$ cat src/rtl/reaction_delay_timer.sv
// Random-delay GO generator for the reaction-time game: IDLE -> WAIT (ms countdown) -> GO.
// Optional reaction measurement/timeout enabled by REACTION_DELAY_TIMER_MEASURE_EN.
module reaction_delay_timer #(
  parameter int N           = 8,
  parameter int TICK_CYCLES = 50000,
  parameter int MIN_MS      = 1000,
  parameter int STEP_MS     = 8,
  parameter int CNT_W       = 16,
  parameter int TIMEOUT_MS  = 9999
) (
  input  logic             clk,
  input  logic             iReset,
  input  logic [N-1:0]     iRandom,
  input  logic             iStart,
  input  logic             iButton,
  output logic             oBusy,
  output logic             oGo,
  output logic             oDone,
  output logic             oFalseStart,
  output logic [CNT_W-1:0] oDelayMs,
  output logic [CNT_W-1:0] oReactionMs,
  output logic             oTimeout
);

  localparam int PRE_W = (TICK_CYCLES > 1) ? $clog2(TICK_CYCLES) : 1;
  localparam logic [PRE_W-1:0] PRE_LAST = PRE_W'(TICK_CYCLES - 1);
  localparam longint MAX_D = longint'(MIN_MS) + ((longint'(1) << N) - 1) * longint'(STEP_MS);

  if (MAX_D >= (longint'(1) << CNT_W)) begin : g_bad_delay_range
    $error("reaction_delay_timer: MIN_MS + (2^N-1)*STEP_MS does not fit in CNT_W bits");
  end
  if (longint'(TIMEOUT_MS) >= (longint'(1) << CNT_W)) begin : g_bad_timeout
    $error("reaction_delay_timer: TIMEOUT_MS does not fit in CNT_W bits");
  end

  typedef enum logic [1:0] {IDLE, WAIT, GO} state_e;

  state_e             state_q, state_d;
  logic [PRE_W-1:0]   pre_q, pre_d;
  logic [CNT_W-1:0]   rem_q, rem_d;
  logic               go_q, go_d;
  logic               done_q, done_d;
  logic               fs_q, fs_d;
  logic [CNT_W-1:0]   dly_q, dly_d;
  logic               tick;
  logic               to_hit;
  logic [CNT_W-1:0]   delay_w;

  assign tick    = (pre_q == PRE_LAST);
  assign delay_w = CNT_W'(MIN_MS) + CNT_W'(iRandom) * CNT_W'(STEP_MS);

`ifdef REACTION_DELAY_TIMER_MEASURE_EN
  logic [CNT_W-1:0] cnt_q, cnt_d;
  logic [CNT_W-1:0] react_q, react_d;
  logic             tout_q, tout_d;

  // Timeout fires on the tick that would bring the count to TIMEOUT_MS.
  assign to_hit = tick && (cnt_q == CNT_W'(TIMEOUT_MS - 1));

  always_comb begin
    cnt_d   = '0;
    react_d = react_q;
    tout_d  = 1'b0;
    if (state_q == GO) begin
      cnt_d = tick ? cnt_q + CNT_W'(1) : cnt_q;
      if (iButton) begin
        react_d = cnt_q;
      end else if (to_hit) begin
        react_d = CNT_W'(TIMEOUT_MS);
        tout_d  = 1'b1;
      end
    end
  end

  always_ff @(posedge clk) begin
    if (iReset) begin
      cnt_q   <= '0;
      react_q <= '0;
      tout_q  <= 1'b0;
    end else begin
      cnt_q   <= cnt_d;
      react_q <= react_d;
      tout_q  <= tout_d;
    end
  end

  assign oReactionMs = react_q;
  assign oTimeout    = tout_q;
`else
  assign to_hit      = 1'b0;
  assign oReactionMs = '0;
  assign oTimeout    = 1'b0;
`endif

  always_ff @(posedge clk) begin
    if (iReset) begin
      state_q <= IDLE;
      pre_q   <= '0;
      rem_q   <= '0;
      go_q    <= 1'b0;
      done_q  <= 1'b0;
      fs_q    <= 1'b0;
      dly_q   <= '0;
    end else begin
      state_q <= state_d;
      pre_q   <= pre_d;
      rem_q   <= rem_d;
      go_q    <= go_d;
      done_q  <= done_d;
      fs_q    <= fs_d;
      dly_q   <= dly_d;
    end
  end

  always_comb begin
    state_d = state_q;
    pre_d   = pre_q;
    rem_d   = rem_q;
    case (state_q)
      IDLE: begin
        if (iStart) begin
          state_d = WAIT;
          pre_d   = '0;
          rem_d   = delay_w;
        end
      end
      WAIT: begin
        pre_d = tick ? '0 : pre_q + PRE_W'(1);
        if (tick) rem_d = rem_q - CNT_W'(1);
        // A press on the final tick still counts as a false start.
        if (iButton)                       state_d = IDLE;
        else if (tick && rem_q == CNT_W'(1)) state_d = GO;
      end
      GO: begin
        pre_d = tick ? '0 : pre_q + PRE_W'(1);
        if (iButton || to_hit) state_d = IDLE;
      end
      default: state_d = IDLE;
    endcase
  end

  always_comb begin
    go_d   = (state_d == GO);
    done_d = (state_q == GO) && iButton;
    fs_d   = (state_q == WAIT) && iButton;
    dly_d  = ((state_q == IDLE) && iStart) ? delay_w : dly_q;
  end

  assign oBusy       = (state_q != IDLE);
  assign oGo         = go_q;
  assign oDone       = done_q;
  assign oFalseStart = fs_q;
  assign oDelayMs    = dly_q;

endmodule

$ cat config.mk
export PLATFORM = sky130hd
export DESIGN_NAME = reaction_delay_timer
export DESIGN_NICKNAME = d
export VERILOG_FILES = /design/src/rtl/reaction_delay_timer.sv
export SDC_FILE = /design/constraint.sdc
export NUM_CORES = 1
export LEC_CHECK = 0
export ABC_CLOCK_PERIOD_IN_PS = 5300
export BUFFER_PORTS_ARGS = -buffer_cell sky130_fd_sc_hd__buf_2
export CAP_MARGIN = 0
export CORE_MARGIN = 2
export CORE_UTILIZATION = 45
export CTS_CLUSTER_SIZE = 28
export DETAILED_ROUTE_END_ITERATION = 12
export HOLD_SLACK_MARGIN = 0.08
export PLACE_DENSITY = 0.65
export SETUP_SLACK_MARGIN = 0.3
export SYNTH_ARGS = -nofsm -noshare
export SYNTH_HDL_FRONTEND = slang
export SYNTH_SLANG_ARGS = --single-unit
export TNS_END_PERCENT = 30
$ cat constraint.sdc
create_clock -name clk -period 5.3 [get_ports clk]
set_input_delay 0.265 -clock clk [delete_from_list [all_inputs] [get_ports clk]]
set_output_delay 0.265 -clock clk [all_outputs]
set_load 0.02 [all_outputs]
**Word-level counts from Yosys, hierarchy flattened**

Index checks and enable logic that the tools add are counted.

- Add/subtract/negate cells: 3
- Eq/ne operators: 7
- Mux-type cells: 11
- Reduce and logical (&&, ||, !) cells: 11

Operator list:

| operator | count |
|---|---|
| 16-bit 2-to-1 mux | 4 |
| 16-bit case mux with 2 select lines | 2 |
| 16-bit by 1-bit adder with 16-bit output (second input constant) | 1 |
| 16-bit by 1-bit equality test with 1-bit output (second input constant) | 1 |
| 16-bit equality test (second input constant) | 1 |
| 16-bit by 1-bit subtractor with 16-bit output (second input constant) | 1 |
| 10-bit by 11-bit adder with 12-bit output (first input constant) | 1 |
| 2-bit 2-to-1 mux | 4 |
| 2-bit case mux with 3 select lines | 1 |
| 2-bit nonzero test | 3 |
| 2-bit equality test (second input constant) | 2 |
| 1-bit logical AND | 4 |
| 2-bit != test (second input constant) | 2 |
| 3-bit AND reduction | 1 |
| 2-bit by 1-bit equality test with 1-bit output (second input constant) | 1 |
| 2-bit zero test | 1 |
| 2-bit AND reduction | 1 |
| 2-bit OR reduction | 1 |

- Flip-flop bits (word level): 53
- Input bits: 12
- Logic and storage cells: 39

**Depth between registers and ports, before layout**

- Depth after elaboration: 6
- Depth in mapped cells: 8
- Mapped depth without buffers: 6

**Least setup slack after synthesis**

Ideal clock, no wire load.

- Path kind: register to register
- Start point: register rem_q[0]
- End point: register rem_q[10]
- Library setup time: 0.117 ns
- Data arrival time: 1.982 ns
- Required time: 5.183 ns
- Setup slack: 3.201 ns
- Stages on the path, launching flop included: 7
- Period minus slack after synthesis: 2.099 ns
- Path through: dfxtp_1 -> inv_1 -> ha_1 -> or3b_2 -> or4_1 -> a211o_1 -> a32o_1

- Word-level cells in the longest chain between the ends: 3

Ends and longest elaborated chain:

| element | RTL line | text |
|---|---|---|
| start: declaration | 40 | `logic [CNT_W-1:0] rem_q, rem_d;` |
| start signal: assignment | 107 | `rem_q <= rem_d;` |
| 16-bit by 1-bit subtractor with 16-bit output | 129 | `if (tick) rem_d = rem_q - CNT_W'(1);` |
| 16-bit 2-to-1 mux | 129 |  |
| 16-bit case mux with 2 select lines | 119 | `case (state_q)` |

Every way passes these cells. The select of a mux whose other input is x is not followed.
A chain may end at the register's enable or synchronous reset.

**Worst setup path after layout**

- Start point: register state_q[1]
- End point: register rem_q[8]

- Word-level cells in the longest chain between the ends: 3
- Elaborated cells between the ends (all ways): 7
- Those cells by class: eq/ne (3); mux (1); reduce/logical (3)

Ends and longest elaborated chain:

| element | RTL line | text |
|---|---|---|
| start: declaration | 38 | `state_e state_q, state_d;` |
| start signal: assignment | 105 | `state_q <= state_d;` |
| 2-bit by 1-bit equality test with 1-bit output / 2-bit zero test (equally long branches) | 119 |  |
| 2-bit != test (no source line) / 2-bit nonzero test (equally long branches) | n/a |  |
| 3-bit AND reduction (no source line) | n/a |  |

Several ways; a longest one is shown, not always the timed one.

==> run_results.csv <==
group,metric,value,unit
global_routing,use_met2,31.0,%
status,status,"completed",
synth,syn-cell-area,0.00289,mm²
clock_tree,h-tree-depth,2,
sta,hold_violations,0,
worst_setup_path,worstPathMaxFanout,26,
sta,setup_viol,0,
power,powerDensity,298,mW/mm²
floorplan,die_area,0.00707,mm²
global_routing,busiest_layer,"met2",
floorplan,ios,49,
power,vdd_ir_drop_max,132,µV
synth,synth_area_leader_cell,"dfxtp_1",
detailed_routing,dr.pass1.iters,5,
finish,insertedDiodeCount,0,
global_routing,grtUsageTotal,19.4,%
finish,fill_cells,632,
synth,synthTopCellsByCount,"46 x dfxtp_1, 25 x a21oi_1, 24 x buf_4",
sta,timing.fmax,325,MHz
worst_setup_path,reg2reg_to,"rem_q[8]",
finish,synthToLayoutAreaGrowth,7.07,%
detailed_routing,ant_nets,0,
global_routing,grt_pass1_vias,2322,
clock_tree,post_cts_resize_count,0,
worst_setup_path,r2r_start,"state_q[1]",
sta,tightestPinTransition,1.10,ns
synth,ys_warn_count,0,
floorplan,core,0.00628,mm²
synth,synth_edf_count,0,
detailed_routing,wl_per_cell,15.1,µm
global_routing,grt_pass1_wl,11300,µm
sta,fin_skew,0.00987,ns
clock_tree,insertion_delay,0.31,ns
floorplan,start_util,46.0,%
finish,final_layout_size_suffix_gt1_share,14.9,%
sta,drv_slew,0,
floorplan,die_width,84.1,µm
synth,netlist_top_cells_area,"dfxtp_1 32%, buf_4 6.2%, a21oi_1 4.3%",
detailed_routing,vias,2565,
finish,layout.cells.non_filler,439,
place,port_buffers,24,
global_routing,global_route.usage.met3,3.46,%
synth,synth.avg_cell_area,8.34,µm²
place,post-place-ws,2.27,ns
place,dp_hpwl,4800,µm
floorplan,rows,29,
worst_setup_path,crit_type,"reg2reg",
global_routing,grt_start_max_net_pins,32,
clock_tree,cts_setup_buffers,0,
finish,nets,381,
global_routing,grt_antenna_before_repair,0,
place,gp_congestion,0.851,
sta,layout_setup_ws,2.23,ns
place,dp.cells,431,
clock_tree,ctsHoldBuffers,0,
min_path,holdPathStages,2,
worst_setup_path,r2r_cells,6,
power,power.leakage,1.17,nW
min_path,hold_path.class,"in2reg",
clock_tree,cts.path.max_buffers,2,
min_path,hold_start,"iRandom[0]",
sta,fin_crit_sh,58.0,%
global_routing,grt.overflow.total,0,
sta,slew_headroom,24.5,%
clock_tree,tritoncts,"built",
clock_tree,clock-sinks,46,
detailed_routing,drt-initial-drc-count,218,
sta,tns,0,ns
synth,post-synth-top-count-cell,"dfxtp_1",
detailed_routing,drt-total-wl,6640,µm
clock_tree,cts_buffers,5,
sta,period_needed,3.07,ns
min_path,hold_end,"oDelayMs[3]",
floorplan,die_h,84.1,µm
detailed_routing,viasPerCell,5.84,
global_routing,use_met1,26.6,%
synth,ys.flop_type,"dfxtp_1",
synth,ys_seq_elements,46,
synth,synth_cell_type_count,65,
worst_setup_path,required,5.51,ns
synth,seq_area_frac_synth,31.9,%
clock_tree,cts-root-buf,"clkbuf_8",
synth,netlist.area_leader.share,31.9,%
synth,async_flop_share,0,%
worst_setup_path,worstPathArrival,3.28,ns
worst_setup_path,r2r_slack,2.23,ns
worst_setup_path,critPathLaunchType,"flip-flop",
flow_run,maxCapViolCount,0,
worst_setup_path,cp-end-kind,"flip-flop",
sta,rsz0062_at_grt,"false",
sta,hold_slack,0.228,ns
synth,netlist_instances,346,
detailed_routing,post-route-drc-count,0,
clock_tree,cts.clk_slew.worst_paths,0.09,ns
==> placed cells by master (no fill, tap or decap), types with 8 or more instances in the layout <==
master and n:
buf_2 24, nor2_1 20, nand4_1 8, nor3_1 10, conb_1 24, or4_1 14
inv_1 14, dfxtp_1 46, o31ai_1 14, nand2_1 22, nand3_1 12, ha_1 8
o21ai_0 13, a21oi_1 25
==> logic make-up (layout without fill, tap and decap cells) <==
kind of cell | Yosys count | in the layout | synth area share (%)
flip-flops | 46 | 46 | 31.9
AO/OA/AOI/OAI | 90 | 90 | 22.3
multiplexers | 5 | 5 | 1.73
other | 1 | 24 | 0.130
AND/OR/NAND/NOR | 133 | 133 | 27.3
adder cells (fa/ha/maj) | 8 | 8 | 3.47
buffers and inverters | 55 | 48 | 10.7
XOR/XNOR | 8 | 8 | 2.43
==> critical path, stage by stage, from the launching register on <==
cell and delay (ns):
dfxtp_1 0.36, inv_1 0.13, ha_1 0.75, inv_1 0.42, a41oi_1 0.91, nor3_1 0.13, a32o_1 0.27
==> sequential cells by signal (all words and copies together), names as in the netlist <==
signal and cells:
pre_q 16, oDone 1, oFalseStart 1, state_q 2, rem_q 16, oGo 1
oDelayMs 9
==> where the power goes <==
part / switching [mW] / internal, mW / total (mW)
Combinational: 0.136 / 0.0772 / 0.213
Sequential: 0.0154 / 0.365 / 0.381
Clock: 0.127 / 0.201 / 0.328
==> through the flow <==
step	utilization, %	power (mW)	area (µm²)
6_report	49.2	0.922	3090
4_1_cts	49.2	0.928	3090
3_3_place_gp	46.9	0.598	2950
5_1_grt	49.2	0.966	3090
3_5_place_dp	46.9	0.599	2950
2_1_floorplan	-	0.565	2970
==> routing by layer <==
layer / wire length (µm) / up-vias
met4: 83 / 0
li1: - / 1299
met1: 3230 / 1214
met5: 0 / -
met2: 3110 / 45
met3: 213 / 7
==> worst max path at each step <==
| stage | slack (ns) | to | cells after the start | from |
|---|---|---|---|---|
| final | 2.23 | rem_q[8] | 6 | state_q[1] |
| after global routing | 1.86 | rem_q[8] | 6 | state_q[1] |
| after CTS | 2.26 | rem_q[8] | 6 | state_q[1] |
| after detailed placement | 2.27 | rem_q[8] | 6 | state_q[1] |
| after global placement | 2.34 | rem_q[8] | 6 | state_q[1] |
| after floorplan | 3.20 | rem_q[10] | 6 | rem_q[0] |
==> cell type report <==
class                      instances  area [µm²]  share of cell area, %
clock inverter                     2        60.1                   1.94
inverter                          14        52.6                   1.70
tap                               77        96.3                   3.12
multi-input combinational        268        1740                   56.4
timing repair buffer              26         135                   4.37
clock buffer                       6        82.6                   2.67
sequential                        46         921                   29.8
No activity file was read; power rests on OpenSTA's default activity.
